===== config.mk =====
export PLATFORM = sky130hd
export DESIGN_NAME = lb_cycle_initiator
export DESIGN_NICKNAME = d
export VERILOG_FILES = /design/src/rtl/lb_cycle_initiator.sv
export SDC_FILE = /design/constraint.sdc
export NUM_CORES = 1
export LEC_CHECK = 0
export CAP_MARGIN = 40
export CORE_MARGIN = 5
export CORE_UTILIZATION = 28
export CTS_CLUSTER_SIZE = 25
export DETAILED_ROUTE_END_ITERATION = 6
export SETUP_SLACK_MARGIN = 0.1
export SLEW_MARGIN = 10
export SYNTH_ARGS = -nofsm -noshare
export SYNTH_HDL_FRONTEND = slang
export SYNTH_SLANG_ARGS = --single-unit

===== constraint.sdc =====
create_clock -name CLK80 -period 1.5 [get_ports CLK80]
set_input_delay 0.3 -clock CLK80 [delete_from_list [all_inputs] [get_ports CLK80]]
set_output_delay 0.3 -clock CLK80 [all_outputs]
set_load 0.05 [all_outputs]

===== src/rtl/lb_cycle_initiator.sv =====
// Local-bus cycle initiator: turns a request/done handshake into one TSn/TACKn transfer.
// Optional WAIT-state timeout abort is enabled by defining LB_TIMEOUT_EN.
module lb_cycle_initiator #(
   parameter int RECOVER_CYCLES = 1,
   parameter int TIMEOUT_CYCLES = 255
) (
   input  logic        CLK80,
   input  logic        RESET,
   input  logic        REQ,
   input  logic        REQ_RnW,
   input  logic [1:0]  REQ_SIZ,
   input  logic [23:0] REQ_A,
   input  logic [31:0] REQ_D,
   output logic        READY,
   output logic        DONE,
   output logic        ERR,
   output logic [31:0] RDATA,
   output logic        TSn,
   input  logic        TACKn,
   output logic        RnW,
   output logic [1:0]  SIZ,
   output logic [23:0] A,
   output logic [31:0] D_OUT,
   output logic        D_OE,
   input  logic [31:0] D_IN,
   output logic [1:0]  o_dbg_state
);

   typedef enum logic [1:0] {S_IDLE, S_START, S_WAIT, S_RECOVER} state_t;

   localparam logic [3:0] L_REC_LAST = 4'(RECOVER_CYCLES - 1);

   if (RECOVER_CYCLES < 1 || RECOVER_CYCLES > 15 ||
       TIMEOUT_CYCLES < 2 || TIMEOUT_CYCLES > 1023) begin : g_param_check
      $error("lb_cycle_initiator: RECOVER_CYCLES or TIMEOUT_CYCLES out of range");
   end

   state_t      r_state;
   logic        r_ready;
   logic        r_done;
   logic        r_err;
   logic [31:0] r_rdata;
   logic        r_tsn;
   logic        r_rnw;
   logic [1:0]  r_siz;
   logic [23:0] r_a;
   logic [31:0] r_dout;
   logic        r_doe;
   logic [3:0]  r_rcnt;
`ifdef LB_TIMEOUT_EN
   localparam logic [9:0] L_TO_LAST = 10'(TIMEOUT_CYCLES - 1);
   logic [9:0]  r_wcnt;
`endif

   // Alignment rules: line size never legal, word needs even address, long needs A[1:0]=00.
   logic w_illegal;
   assign w_illegal = (REQ_SIZ == 2'b11) ||
                      (REQ_SIZ == 2'b10 && REQ_A[0]) ||
                      (REQ_SIZ == 2'b00 && REQ_A[1:0] != 2'b00);

   always_ff @(posedge CLK80) begin
      if (RESET) begin
         r_state <= S_IDLE;
         r_ready <= 1'b1;
         r_done  <= 1'b0;
         r_err   <= 1'b0;
         r_rdata <= 32'h0;
         r_tsn   <= 1'b1;
         r_rnw   <= 1'b1;
         r_siz   <= 2'b00;
         r_a     <= 24'h0;
         r_dout  <= 32'h0;
         r_doe   <= 1'b0;
         r_rcnt  <= 4'h0;
`ifdef LB_TIMEOUT_EN
         r_wcnt  <= 10'h0;
`endif
      end else begin
         case (r_state)
            S_IDLE: begin
               // READY low in IDLE marks the single error-completion cycle.
               if (!r_ready) begin
                  r_ready <= 1'b1;
                  r_done  <= 1'b0;
                  r_err   <= 1'b0;
               end else if (REQ) begin
                  r_a     <= REQ_A;
                  r_siz   <= REQ_SIZ;
                  r_dout  <= REQ_D;
                  r_ready <= 1'b0;
                  if (w_illegal) begin
                     r_done <= 1'b1;
                     r_err  <= 1'b1;
                  end else begin
                     r_state <= S_START;
                     r_tsn   <= 1'b0;
                     r_rnw   <= REQ_RnW;
                     r_doe   <= ~REQ_RnW;
                  end
               end
            end
            S_START: begin
               r_tsn   <= 1'b1;
               r_state <= S_WAIT;
`ifdef LB_TIMEOUT_EN
               r_wcnt  <= 10'h0;
`endif
            end
            S_WAIT: begin
               if (!TACKn) begin
                  if (r_rnw) r_rdata <= D_IN;
                  r_done  <= 1'b1;
                  r_err   <= 1'b0;
                  r_doe   <= 1'b0;
                  r_rnw   <= 1'b1;
                  r_rcnt  <= L_REC_LAST;
                  r_state <= S_RECOVER;
`ifdef LB_TIMEOUT_EN
               end else if (r_wcnt == L_TO_LAST) begin
                  r_rdata <= 32'hFFFF_FFFF;
                  r_done  <= 1'b1;
                  r_err   <= 1'b1;
                  r_doe   <= 1'b0;
                  r_rnw   <= 1'b1;
                  r_rcnt  <= L_REC_LAST;
                  r_state <= S_RECOVER;
               end else begin
                  r_wcnt  <= r_wcnt + 10'd1;
`endif
               end
            end
            S_RECOVER: begin
               r_done <= 1'b0;
               r_err  <= 1'b0;
               if (r_rcnt == 4'h0) begin
                  r_state <= S_IDLE;
                  r_ready <= 1'b1;
               end else begin
                  r_rcnt <= r_rcnt - 4'd1;
               end
            end
            default: r_state <= S_IDLE;
         endcase
      end
   end

   assign READY       = r_ready;
   assign DONE        = r_done;
   assign ERR         = r_err;
   assign RDATA       = r_rdata;
   assign TSn         = r_tsn;
   assign RnW         = r_rnw;
   assign SIZ         = r_siz;
   assign A           = r_a;
   assign D_OUT       = r_dout;
   assign D_OE        = r_doe;
   assign o_dbg_state = r_state;

endmodule

# Word-level counts from Yosys, hierarchy flattened

Index checks and enable logic that the tools add are counted.

Flip-flop bits (word level): 102
Input bits: 95
Logic and storage cells: 81

Add/subtract/negate cells: 1
Equal/unequal tests: 13
Multiplexer cells: 32
Bitwise operators: 2
Reduce and logical (&&, ||, !) cells: 21

Operators by type and width:

| operator                                             | number |
|---|---|
| 2-to-1 mux 1 bit                                     | 17 |
| inequality test 2 bit (second input constant)        | 6 |
| 2-to-1 mux 2 bit                                     | 5 |
| AND reduction 5 bit                                  | 2 |
| nonzero test 2 bit                                   | 5 |
| AND reduction 3 bit                                  | 3 |
| equality test 2 bit (second input constant)          | 4 |
| 2-to-1 mux 4 bit                                     | 2 |
| case mux 1 bit (2 select lines)                      | 4 |
| case mux 2 bit (4 select lines)                      | 1 |
| case mux 4 bit (2 select lines)                      | 1 |
| AND reduction 4 bit                                  | 2 |
| inequality test 3 bit (second input constant)        | 2 |
| case mux 1 bit (3 select lines)                      | 2 |
| zero test 2 bit                                      | 2 |
| zero test 4 bit                                      | 1 |
| subtractor 4 x 1 -> 4 bit (second input constant)    | 1 |
| nonzero test 3 bit                                   | 1 |
| equality test 2 x 1 -> 1 bit (second input constant) | 1 |
| logical AND 1 bit                                    | 2 |
| logical OR 1 bit                                     | 2 |
| inverter 1 bit                                       | 2 |
| AND reduction 2 bit                                  | 1 |

# Longest topological paths before layout

Gate-level depths: netlist of the first run.

Depth after elaboration: 8
Gate-level depth with buffers: 9

# Least setup slack after synthesis of the first run

No wires, ideal clock.

Path type: flip-flop to flip-flop
From: reg r_state[0], in the netlist o_dbg_state[0]
To: reg r_doe, in the netlist D_OE
Library setup time: 117 ps
Data arrival time: 1924 ps
Slack: -541 ps
Stages on the path, launching flop included: 8
Buffers on the path: 2
Clock period less this slack: 2041 ps
Cells stage by stage: dfxtp_1 -> inv_1 -> ha_1 -> buf_2 -> nand3_1 -> clkbuf_1 -> nor2_1 -> a22o_1

Word-level cells in the longest chain between the ends: 3
Elaborated cells between the ends (all ways): 9
Those cells by class: 5 x eq/ne; 1 x mux; 3 x reduce/logical

RTL lines:

| what                                                                         | line | RTL |
|---|---|---|
| from (decl)                                                                  | 38   | `state_t r_state;` |
| from (signal assigned)                                                       | 63   | `r_state <= S_IDLE;` |
| from (signal assigned)                                                       | 95   | `r_state <= S_START;` |
| from (signal assigned)                                                       | 104  | `r_state <= S_WAIT;` |
| equality test 2 bit or zero test 2 bit (tied branches)                       | 79   | `case (r_state)` |
| inequality test 2 bit (no source line) or nonzero test 2 bit (tied branches) | -    |  |
| AND reduction 5 bit (no source line)                                         | -    |  |
| to (signal assigned)                                                         | 98   | `r_doe <= ~REQ_RnW;` |
| to (decl)                                                                    | 48   | `logic r_doe;` |

Several ways; a longest one is shown, not always the timed one.
A chain may end at the register's enable or synchronous reset.

# Worst setup path in the final report of the first run

From: reg r_rcnt[1]
To: reg r_state[0], in the netlist o_dbg_state[0]

Word-level cells in the longest chain between the ends: 3

RTL lines:

| what                                   | line | RTL |
|---|---|---|
| from (decl)                            | 49   | `logic [3:0] r_rcnt;` |
| from (signal assigned)                 | 139  | `r_rcnt <= r_rcnt - 4'd1;` |
| zero test 4 bit                        | 135  | `if (r_rcnt == 4'h0) begin` |
| inequality test 2 bit (no source line) | -    |  |
| AND reduction 5 bit (no source line)   | -    |  |
| to (signal assigned)                   | 117  | `r_state <= S_RECOVER;` |
| to (signal assigned)                   | 136  | `r_state <= S_IDLE;` |
| to (signal assigned)                   | 142  | `default: r_state <= S_IDLE;` |

Every way passes these cells.

==> results list, run 1 <==
- Global routing used 15.5% of the available tracks across all layers.
- In this run the worst path has a maximum fanout of 2.
- The synthesized design devotes to its leading area cell type 52.2% of total area.
- Counting I/O delays and the setup requirement, the final critical path takes 1.53 ns.
- Max Slew Vio Count: 0
- Flops & latches, synth: 102
- Clk sink count: a little over 100
- The first global-routing pass estimated 20300 µm of wire.
* Setup repair after global routing missed its margin: yes
- Of the cells placed in the final design, the portion with a size suffix greater than 1 is 30.4%.
- TritonCTS created 9 clock buffers.
* Sequential fraction of the synthesis area: 52.2%
- Total via count after detailed routing: 4103
* Min-Delay Path Class: input pin to flip-flop
- Setup violations remaining at the end of the flow were counted as 1.
- Footprint of the flip-flops and latches: 0.00205 mm²
- The tree is rooted in a sky130_fd_sc_hd__clkbuf_16.
- Post-synthesis area per instance: between 8 and 9 µm²
- The flow ran to the end, but the final reports show violations.
* Syn nets: 587
* Number of distinct library cells after synthesis: 44
- In the finished design, the share of the clock period the worst path needs comes to 102%.
* Primary FF master, synth: sky130_fd_sc_hd__dfxtp_1
- Total non-filler cell area in the finished layout: 0.00804 mm²
- Overflow left after global routing: 0
* Most frequent cell after synthesis: sky130_fd_sc_hd__nand2_1
- The initial antenna violation count came to 1.
* Critical Path RT: 1.75 ns
* Top cells by instance count after synthesis: 185 x sky130_fd_sc_hd__nand2_1, 102 x sky130_fd_sc_hd__dfxtp_1, 92 x sky130_fd_sc_hd__a21oi_1
- Dividing the detail-routed via count by the number of cells gives 4.63.
- sky130_fd_sc_hd__dfxtp_1 takes more of the synthesized area than any other cell.
- The hold violation total from the final report was 0.
* Synthesized instance count: 486
- Final HPWL from detailed placement: 9660 µm
- For this configuration, the core starts out at a cell density of 28.4%.
- Clock-pin slew was measured on the worst setup and hold paths at about 0.070 ns.
- Aggregate routed wire length: 14700 µm
* Filler cell count in the final layout: 1168
- Pwr/cell area: approximately 1600 mW/mm²
- Post-synth EDFFs: 0
- After detailed routing, the number of remaining DRC violations is 0.
- For this design the top-level I/O count stands at 193.
* Post-detailed-route count of antenna-violating nets: 0
- CTS tree: yes
- The worst-case IR drop observed on VDD is slightly below 0.9 mV.
- Clock network latency to the later pin of the worst-skew pair: 0.34 ns
- Crit path DAT: 1.78 ns
* Area of combinational cells with multiple inputs: 0.00191 mm²
- Before antenna repair, the detailed router went through 4 iterations.
- Measured against its own limit, the worst slew margin works out to approximately two thirds.
- H-tree Lvls: 3
* Number of warnings printed during yosys synthesis: 0
- The checks that failed: setup timing.
* Post-synthesis async set-or-reset flop share: 0%
* Worst Setup End Kind: flip-flop
* Placed cell area: 0.00716 mm²
* Maximum buffer depth of the clock tree: 2
- Worst path setup slack after routing: -0.0270 ns
- The core region is between 0.01 and 0.015 mm².
- In this run the horizontal extent of the chip is 128 µm.
* Average detailed-routed wire length per instance: about 17 µm
* Maximum number of pins on one net before global-route repair: 42
- Layout net count: 801
- Fmax: approximately 650 MHz
- For this block, the initial DRC count from the detailed router was 228.
- Number of global-route vias before repair: 3969
- Number of I/O port buffers: 192
- The die covers 0.0164 mm².
- Summing every instance area after synthesis gives 0.00391 mm².
- The worst setup path is of the flip-flop to flip-flop kind.
* Max-cap violations: 0
- After floorplanning, the core was divided into 43 placement rows.
- The die is around 130 µm tall.
- For this design the static power due to leakage is 3.02 nW.
- End-of-flow core utilization: 58.4%
* Global placer's final weighted congestion: 0.786
- Startpoint type of the worst setup path: flip-flop
* Largest clock skew in the final design: 0.00705 ns
- Slew at the pin with the worst max-slew slack: 0.494 ns
- From synthesis to final layout, the design area changed by 106%.
- Top cells by area, synth: sky130_fd_sc_hd__dfxtp_1 52%, sky130_fd_sc_hd__nand2_1 18%, sky130_fd_sc_hd__a21oi_1 12%
sequential cells by signal, indices dropped and copies added (netlist names):
name,cells
A,24
D_OUT,32
r_rcnt,4
SIZ,2
TSn,1
DONE,1
D_OE,1
RnW,1
READY,1
o_dbg_state,2
RDATA,32
ERR,1
path summary, 6_finish.rpt:
| check | start | to | slack (ns) | cells after the start |
|---|---|---|---|---|
| max | r_rcnt[1] | o_dbg_state[0] | -0.03 | 6 |
| min | RESET | TSn | 0.30 | 3 |
| max reg2reg | r_rcnt[1] | o_dbg_state[0] | -0.03 | 6 |
| min reg2reg | D_OUT[11] | D_OUT[11] | 0.49 | 2 |
routing by layer:
metal,vias to the layer above,global-route usage (%),part of all wire [%],wire (µm)
met3,20,6.63,8.4,1240
met2,150,25.7,49,7170
met1,1913,17.6,41,5940
met4,0,5.99,2.0,299
li1,2020,-,-,-
met5,-,0,0,0
cells by family (layout without fill, tap and decap cells):
| logic type | Yosys count | in the layout | share of synthesized area, % |
|---|---|---|---|
| buffers and inverters | 42 | 259 | 5.09 |
| AND/OR/NAND/NOR | 221 | 223 | 24.1 |
| multiplexers | 2 | 2 | 0.512 |
| flip-flops | 102 | 102 | 52.2 |
| AO/OA/AOI/OAI | 110 | 110 | 15.5 |
| adder cells (fa/ha/maj) | 6 | 6 | 1.92 |
| other | 0 | 1 | 0 |
| XOR/XNOR | 3 | 3 | 0.672 |
power by group:
group / leakage [nW] / switching [W] / internal [W]
Combinational: 2.04 / 0.00349 / 0.00344
Clock: 0.144 / 0.000983 / 0.00134
Sequential: 0.834 / 0.000522 / 0.00318
Total: 3.02 / 0.00500 / 0.00796
worst max-delay path: stages (launching register included):
cell	delay (ns)
sky130_fd_sc_hd__dfxtp_2	0.32
sky130_fd_sc_hd__inv_2	0.07
sky130_fd_sc_hd__ha_4	0.13
sky130_fd_sc_hd__or3b_4	0.39
sky130_fd_sc_hd__a21oi_4	0.16
sky130_fd_sc_hd__o21ai_2	0.11
sky130_fd_sc_hd__a221oi_2	0.26
through the flow:
stage | total power (W) | hold slack [ns] | setup slack (ns) | std cells | setup TNS [ns]
CTS | 0.0121 | 0.273 | -0.0172 | 870 | -0.0172
global route | 0.0136 | 0.323 | -0.0680 | 886 | -1.70
floorplan | 0.00666 | 0.436 | -0.0951 | 486 | -2.66
detailed placement | 0.00941 | 0.483 | -0.304 | 847 | -14.50
finish | 0.0130 | 0.302 | -0.0270 | 886 | -0.0270
global placement | 0.00928 | 0.478 | -0.245 | 847 | -10.94
timing repair:
action / 4_1_cts / 5_1_grt
hold buffers: 0 / 0
buffers inserted: 6 / 2
gates resized for setup: 28 / 31
pin swaps: 8 / 11
cloned: 1 / 14
setup endpoints to repair: 101 / 99
placed cells by master (no fill, tap or decap), drive strengths merged, types with 6 or more instances in the layout:
cell type,count
a21oi,93
buf,134
clkbuf,22
clkdlybuf4s50,92
dfxtp,102
ha,6
inv,7
nand2,185
nor2,12
o21ai,7
layout make-up:
type | instances | share of cell area (%)
clock inverter | 3 | 0.545
clock buffer | 13 | 3.11
timing repair buffer | 236 | 43.8
sequential | 102 | 25.5
antenna | 1 | 0.0311
inverter | 7 | 0.358
tap | 180 | 2.80
multi-input combinational | 344 | 23.8
(Power assumes the default switching activity.)
==> run 2, diff against run 1 <==
--- a/config.mk
+++ b/config.mk
@@ -8,7 +8,7 @@
 export CAP_MARGIN = 40
 export CORE_MARGIN = 5
 export CORE_UTILIZATION = 28
-export CTS_CLUSTER_SIZE = 25
+export CTS_CLUSTER_SIZE = 20
 export DETAILED_ROUTE_END_ITERATION = 6
 export SETUP_SLACK_MARGIN = 0.1
 export SLEW_MARGIN = 10
==> constraint.sdc (replaced) <==
create_clock -name CLK80 -period 2 [get_ports CLK80]
set_input_delay 0.4 -clock CLK80 [delete_from_list [all_inputs] [get_ports CLK80]]
set_output_delay 0.4 -clock CLK80 [all_outputs]
set_load 0.05 [all_outputs]
==> run 2 against run 1 <==
  * The run now ends clean
  * Count of clock-buffer cells in the layout fell by 1
  * Register-to-register slack improved by 0.32 ns
  * Routed wire length fell by 19%
  * Worst setup slack improved by 0.16 ns
  * Combinational power fell by 54%
  * Cell count fell by 4.3%
  * Sequential cell count did not move
  * Total power fell by 41%
  * Non-clock buffer count fell by 35
  * Utilization fell by 13 points
  * Sequential power fell by 31%
  * Hold slack improved by 0.15 ns
  * Critical endpoint is now RDATA[2]
  * Largest cell class is now sequential cells
  * Highest routed layer unchanged
==> results list, run 2 (synthesis gave the netlist of run 1 again) <==
- Outcome: completed
- Global routing used between 10 and 15% of the available tracks.
* Max-cap violations: 0
* Worst voltage drop across the vdd grid: 0.565 mV
* Share of post-route cells with drive strength above 1: 6.89%
- Number of DRC violations after detailed-routing iteration 0: 150
- Leaving out fill and tap cells, the most frequent cells in the layout are 185 x sky130_fd_sc_hd__nand2_1, 100 x sky130_fd_sc_hd__dfxtp_1, 95 x sky130_fd_sc_hd__clkdlybuf4s50_1.
- Postcts setup bufs: 0
- Top delay family on crit path: buffers and inverters
* Final setup fails: 0
- Hold repair after CTS inserted 0 buffers.
* First drt pass iteration count: 4
- Number of vias per cell after detailed routing: 4.54
- Maximum buffer depth of the clock tree: 2
- Global placer's final weighted congestion: just over 0.8
- Depth of the most critical reg-to-reg path: 7
- Layout net count: 764
- For this run, the slowest stage of the critical path takes 0.80 ns.
* Tmin final: ~1.9 ns
- Setup repair after global routing left no endpoint under its margin.
- Maximum number of pins on one net before global-route repair: 59
- The worst hold path was traced through 2 stages.
* Final cell count without fillers: 848
- Post-detailed-route count of antenna-violating nets: 0
- Worst-path cell with the longest stage delay: sky130_fd_sc_hd__clkdlybuf4s50_1
- CTS tree: yes
- The analysis attributes to cell leakage a power of around 2.8 nW.
* Slew at the pin with the worst max-slew slack: 0.540 ns
- Largest clock skew in the final design: 0.00345 ns
- Leaving out fill and tap cells, the most frequent cell in the layout is sky130_fd_sc_hd__nand2_1.
- The number of global-route vias before repair came to about 4000.
* Floorplan core area: about 0.014 mm²
* Category of the critical setup timing path: flip-flop to primary output
- The die is 128 µm tall.
- Clk sink count: 102
* Count of buffer and inverter cells on the critical path: 1
- For this configuration, the core starts out at a cell density of 28.4%.
* First-pass GRT wire length: about 19000 µm
* Aggregate routed wire length: 11900 µm
- Setup slack on the critical path of the routed design comes to ~0.13 ns.
* Die X: roughly 130 µm
* Max Slew Vio Count: 0
* Inserted Diodes: 0
* Largest driver fanout on the critical path: 2
- For this design the top-level I/O count stands at 193.
- Dividing total power by cell area gives a power density of ~1200 mW/mm².
- After global routing the overflow that remains totals 0.
* Fmax: ~540 MHz
- The floorplan step defined a die boundary enclosing ~0.016 mm².
- The worst setup path is launched from a flip-flop.
- Placed Instances: 832
- Compared with the post-synthesis result, the final layout area differs by 59.5%.
- Inserted Clock Buffers: 9
- Number of I/O port buffers: 192
- Once detailed placement completed, the half-perimeter wirelength came to 8600 µm.
* Master cell of the clock root buffer: sky130_fd_sc_hd__clkbuf_16
- Min-Delay Path Class: flip-flop to flip-flop
* Worst slack at placement: 0.111 ns
- Cell row count: 43
* Crit path DAT: 1.47 ns
- After detailed routing, the average wire length per cell comes to around 14 µm.
* Worst Setup End Kind: primary output
* Clock input transition at the sequential cells of the worst setup and hold paths: 0.06 ns
- Once the clock tree was built, the resizer swapped 80 gates to a different size.
- The detailed router placed 3846 vias in this run.
* Period utilisation layout: 93.4%
- Critical Path RT: roughly 1.6 ns
- In this run the number of cells on the critical path is 1.
- Clock network latency to the later pin of the worst-skew pair: 0.34 ns
- Measured against its own limit, the worst slew margin works out to between 60% and 70%.
* Hold Violations, Final: 0
- Summed over all failing endpoints, the final setup total negative slack is 0 ns.
* Cells along the critical path: clkdlybuf4s50_1
- DRC Markers: 0
- The initial antenna violation count is 0.
- The H-tree was split into 3 levels.
[run 2: cell type report]
| class | count | area, µm² |
|---|---|---|
| sequential | 102 | 2040 |
| clock buffer | 12 | 246 |
| fill | 1436 | 7540 |
| multi-input combinational | 342 | 1680 |
| inverter | 7 | 26.3 |
| timing repair buffer | 201 | 1940 |
| tap | 180 | 225 |
| clock inverter | 4 | 70.1 |
[run 2: tightest hold or removal path, stage by stage (launching register included)]
cell and delay [ns]:
sky130_fd_sc_hd__dfxtp_1 0.31, sky130_fd_sc_hd__nand2_1 0.05, sky130_fd_sc_hd__a21oi_1 0.05
[run 2: final timing paths]
kind                        from         to  slack [ns]
setup / recovery        RDATA[2]   RDATA[2]        0.13
hold / removal         D_OUT[27]  D_OUT[27]        0.45
setup reg to reg  o_dbg_state[0]  RDATA[16]        0.29
hold reg to reg        D_OUT[27]  D_OUT[27]        0.45
[run 2: layer usage]
metal / track usage (%) / vias up / share of wire (%)
met5: 0 / - / 0
met4: 6.18 / 0 / 2.3
met3: 6.54 / 17 / 10
met2: 23.9 / 130 / 47
met1: 16.2 / 1763 / 41
li1: - / 1936 / -
[run 2: per-stage QoR]
step	power (W)	instance area (µm²)	util, %	hold slack (ns)
global placement	0.00594	6000	43.5	0.441
floorplan	0.00486	3910	-	0.477
global route	0.00807	6230	45.3	0.466
CTS	0.00772	6210	45.1	0.447
finish	0.00760	6230	45.3	0.452
detailed placement	0.00600	6000	43.5	0.446
[run 2: where the power goes]
group	internal, W	switching (W)
combinational	0.00101	0.00215
sequential	0.00237	0.000194
clock	0.00113	0.000750
total	0.00451	0.00309
